**src/rtl/multiplicador.sv**
```systemverilog
// Weighed-goods pricer: price = floor(grams * cents_per_kg / GRAMS_PER_KG), split into euros and cents.
// Sequential datapath: shift-add multiply, then two restoring divisions, with a fixed 53-cycle latency.
module multiplicador #(
  parameter int GRAMS_PER_KG   = 1000,
  parameter int CENTS_PER_EURO = 100
) (
  input  logic        clk,
  input  logic        rst_n,
  input  logic        start,
  input  logic [11:0] weightInGrams,
  input  logic [11:0] centimos,
  output logic        busy,
  output logic        done,
  output logic [11:0] preco,
  output logic [11:0] precof,
  output logic [15:0] preco_total,
  output logic [2:0]  state_dbg
);

  typedef enum logic [2:0] {
    IDLE  = 3'd0,
    MUL   = 3'd1,
    DIV   = 3'd2,
    SPLIT = 3'd3,
    FIN   = 3'd4
  } state_t;

  localparam logic [16:0] DIV_KG  = 17'(GRAMS_PER_KG);
  localparam logic [16:0] DIV_CPE = 17'(CENTS_PER_EURO);

  state_t      state, state_next;
  logic [4:0]  cnt;
  logic [23:0] mcand, acc, acc_next;
  logic [11:0] mplier;
  logic [23:0] dvd, dvd_shift;
  logic [15:0] rem, rem_next, total;
  logic [16:0] trial, divisor;
  logic        qbit;

  assign state_dbg = state;

  always_ff @(posedge clk or negedge rst_n) begin
    if (!rst_n) state <= IDLE;
    else        state <= state_next;
  end

  always_comb begin
    state_next = state;
    case (state)
      IDLE:    if (start)      state_next = MUL;
      MUL:     if (cnt == 5'd11) state_next = DIV;
      DIV:     if (cnt == 5'd23) state_next = SPLIT;
      SPLIT:   if (cnt == 5'd15) state_next = FIN;
      FIN:     state_next = IDLE;
      default: state_next = IDLE;
    endcase
  end

  // One shared restoring-division step; the divisor follows the phase.
  always_comb begin
    acc_next  = mplier[0] ? acc + mcand : acc;
    trial     = {rem, dvd[23]};
    divisor   = (state == SPLIT) ? DIV_CPE : DIV_KG;
    qbit      = (trial >= divisor);
    rem_next  = qbit ? 16'(trial - divisor) : trial[15:0];
    dvd_shift = {dvd[22:0], qbit};
  end

  always_ff @(posedge clk or negedge rst_n) begin
    if (!rst_n) begin
      cnt         <= '0;
      mcand       <= '0;
      mplier      <= '0;
      acc         <= '0;
      dvd         <= '0;
      rem         <= '0;
      total       <= '0;
      busy        <= 1'b0;
      done        <= 1'b0;
      preco       <= '0;
      precof      <= '0;
      preco_total <= '0;
    end else begin
      done <= 1'b0;
      cnt  <= (state == IDLE || state != state_next) ? 5'd0 : cnt + 5'd1;
      case (state)
        IDLE: begin
          if (start) begin
            mcand  <= {12'd0, weightInGrams};
            mplier <= centimos;
            acc    <= '0;
            busy   <= 1'b1;
          end
        end
        MUL: begin
          acc    <= acc_next;
          mcand  <= mcand << 1;
          mplier <= mplier >> 1;
          if (cnt == 5'd11) begin
            dvd <= acc_next;
            rem <= '0;
          end
        end
        DIV: begin
          rem <= rem_next;
          dvd <= dvd_shift;
          // Quotient fits in 16 bits; park it at the top of dvd for the euro split.
          if (cnt == 5'd23) begin
            total <= dvd_shift[15:0];
            dvd   <= {dvd_shift[15:0], 8'd0};
            rem   <= '0;
          end
        end
        SPLIT: begin
          rem <= rem_next;
          dvd <= dvd_shift;
        end
        FIN: begin
          preco       <= dvd[11:0];
          precof      <= rem[11:0];
          preco_total <= total;
          done        <= 1'b1;
          busy        <= 1'b0;
        end
        default: ;
      endcase
    end
  end

endmodule

```
**config.mk**
```make
export PLATFORM = sky130hd
export DESIGN_NAME = multiplicador
export DESIGN_NICKNAME = d
export VERILOG_FILES = /design/src/rtl/multiplicador.sv
export SDC_FILE = /design/constraint.sdc
export NUM_CORES = 1
export LEC_CHECK = 0
export CORE_MARGIN = 4
export CORE_UTILIZATION = 64
export DETAILED_ROUTE_END_ITERATION = 10
export DONT_BUFFER_PORTS = 1
export PLACE_DENSITY = 0.84
export SKIP_CTS_REPAIR_TIMING = 1
export SYNTH_ARGS = -nofsm -noshare
export SYNTH_HDL_FRONTEND = slang
export SYNTH_SLANG_ARGS = --single-unit
export TNS_END_PERCENT = 20
```
**constraint.sdc**
```tcl
create_clock -name clk -period 9.25 [get_ports clk]
set_input_delay 2.3125 -clock clk [delete_from_list [all_inputs] [get_ports clk]]
set_output_delay 2.3125 -clock clk [all_outputs]
set_load 0.01 [all_outputs]
```
==> impl_metrics.yaml <==
status:
  outcome: "finished clean"
clock_network:
  cts_tree: "built"
  cts_root_buf: "clkbuf_16"
  clk_latency_ps: 430
  cts_max_level: 4
  clkTransAtPathRegs_ps: 70
  cts_buffer_depth: 2
  cts_made_buffers: 17
  cts_num_sinks: 166
yosys:
  synthArstFlopShare_pct: 100
  seq_area_frac_synth_pct: 46.5
  synth_area_leader_cell: "dfrtp_1"
  synth_edf_count: 0
  yosys-top-cells-area: "dfrtp_1, mux2_2, nand2_1"
  ys_ff_latch: 166
  synth_top_area_share_pct: 46.5
  syn_area_um2: 8930
  avgSynthCellArea_um2: 10.0
  synth_warnings: 0
  synth_cells: 891
  synth_fp_nets: 951
  synth_flop_cell: "dfrtp_1"
  ys_types: 76
timing:
  setup_violations: 0
  hold_viol: 0
  fmax_mhz: 267
  layout_min_cycle_time_ps: 3750
  fin_skew_ps: 10.7
  tightest_slew_ps: 957
  setup_tns_ps: 0
  setup_ws_ps: 5500
  finalCritPeriodShare_pct: 40.5
  rsz0062_at_grt: "false"
  slew_violations: 0
  slew_headroom_pct: 36.2
routing:
  vias_per_cell: 6.43
  ant_nets: 0
  wl_um: 20400
  firstDrtPassIters: 5
  initialDrtViolationCount: 541
  drc: 0
  wl_per_cell_um: 19.4
  num_vias: 6780
floorplan:
  start_util_pct: 66.4
  dieArea_um2: 15900
  ioPinCount: 72
  fp.dieW_um: 126
  die_h_um: 126
  std_cell_rows: 42
  core_um2: 13500
finish:
  areaGrowthSynthToFinish_pct: 7.02
  antenna_cells: 0
  layout-drive-gt1-share_pct: 14.5
  nets: 925
  fin_area_um2: 9560
  fin_util_pct: 71.0
  nFillCells: 955
flow_run:
  cap_violations: 0
pwr:
  p_leak_nw: 4.30
  swShare_pct: 30.0
  power_frac_seq_pct: 45.5
  pwr-share-comb_pct: 17.0
  clockPowerShare_pct: 37.6
  p_int_mw: 1.35
  peakVddDrop_v: 0.000140
  p_switching_uw: 579
  p_per_area_nw_per_um2: 202
global_route:
  grt_pass1_wl_um: 34200
  track_usage_pct: 26.4
  grt_pass1_vias: 6773
  antenna_found_initial: 0
  grt_max_degree: 167
  grt_overflow: 0
place:
  gp_congestion: 0.924
  place_ws_ps: 5580
  io_buffers: 0
  place_hpwl_um: 14100
  dpl-instance-area_um2: 8950
worst_setup_path:
  end_kind: "flop"
  critical_path_buf_inv_count: 3
  path_common_cell: "inv_1"
  path_max_fanout: 19
  arrival_ps: 4050
  criticalPathCategory: "reg2reg"
  start_kind: "flop"
  slowest_delay_ps: 610
  required_ps: 9550
  slowest_stage: "dfrtp_1"
  crit_family: "compound AO/OA/AOI/OAI gates"
  cp_cell_sequence: "nor2b_1 -> buf_4 -> nand2_1 -> inv_1 -> ha_1 -> inv_1 -> fa_1 -> o2111a_1 -> o21a_1 -> o21ai_0 -> nand2b_1 -> a2111oi_4 -> xnor2_1 -> o21ai_1"
worst_hold_path:
  hold_path.class: "reg2reg"
## cell type report
class / instances / area, um^2 / area share (%)
inverters: 10 / 37.5 / 0.393
clock buffers: 21 / 460 / 4.82
well taps: 176 / 220 / 2.30
repair buffers: 8 / 60.1 / 0.629
clock inverters: 11 / 140 / 1.47
multi-input cells: 662 / 4480 / 46.9
flip-flops and latches: 166 / 4150 / 43.5
## registers in the layout, summed over array words and instances, names as in the netlist, 3 cells and up
signal	count
preco_total	16
cnt	5
acc	24
precof	12
mplier	12
total	16
mcand	24
dvd	24
rem	16
state_dbg	3
preco	12
## layer usage
layer	track usage (%)	wire length [um]
met1	36.0	9070
met2	41.7	9730
met3	6.31	1250
met4	9.27	397
met5	0	0
## cells in the mapped netlist, types with 3 or more instances
cell	instances
nor2_1	74
clkbuf_1	28
dfrtp_1	166
nand3_1	21
a211oi_1	9
xor2_1	11
and2_1	4
ha_1	31
a22oi_1	4
xnor2_1	18
mux2_2	56
buf_2	11
a21boi_0	3
a21oi_1	56
o211ai_1	6
nand4_1	3
buf_4	3
buf_6	6
o21a_1	4
nor2b_1	3
a22o_1	5
o21ai_1	9
a31oi_1	21
mux2i_1	23
or3_1	4
a21o_1	12
nor3_1	11
nand2_1	118
buf_1	5
mux2_4	8
o31ai_1	5
inv_1	10
o21ai_0	70
nand2b_1	5
o22ai_1	14
and3_1	3
## path summary, 6_finish.rpt
kind / end / start / slack (ps) / cells after the start
max in group asynchronous: precof[7] / rst_n / 7520 / 0
setup reg to reg: rem[12] / state_dbg[1] / 5500 / 14
setup / recovery: rem[12] / state_dbg[1] / 5500 / 14
hold / removal: cnt[0] / cnt[0] / 480 / 1
min in group asynchronous: busy / rst_n / 1570 / 0
hold reg to reg: cnt[0] / cnt[0] / 480 / 1
## power by group through the flow
stage                     sequential, mW  combinational [mW]  clock, mW
after floorplan                    0.849               0.285          0
after global placement             0.884               0.307          0
after detailed placement           0.889               0.320          0
after CTS                          0.876               0.324      0.732
after global routing               0.887               0.363      0.763
final                              0.878               0.327      0.726
## stage by stage
stage               total power, mW  instances  hold slack, ps
floorplan                      1.13        891             430
global placement               1.19       1022             445
detailed placement             1.21       1022             467
CTS                            1.93       1054             476
global route                   2.01       1054             525
finish                         1.93       1054             479
## placed cells by master, fill, tap and decap left out, drive strengths merged, types with 4 or more instances in the layout
master and n:
a22o 5, ha 31, mux2i 23, a211oi 10, a21oi 57, or3 5
nand2b 6, mux2 64, xnor2 18, o31ai 5, and2 4, nand2 119
nand3 21, clkbuf 21, a22oi 4, o22ai 14, o211ai 8, a31oi 22
nor2 77, a21o 13, xor2 11, buf 8, o21ai 79, inv 14
dfrtp 166, nor4 6, nor3 11, o21a 5
## cell families after synthesis
family	synth area share, %
xor gates and xnor gates	2.84
buffers and inverters	3.43
muxes	11.0
and+or+nand+nor	14.3
adders and majority gates	4.79
AOI/OAI and AO/OA	17.1
DFF	46.5
Note: power is estimated with default switching activity, not from simulation.
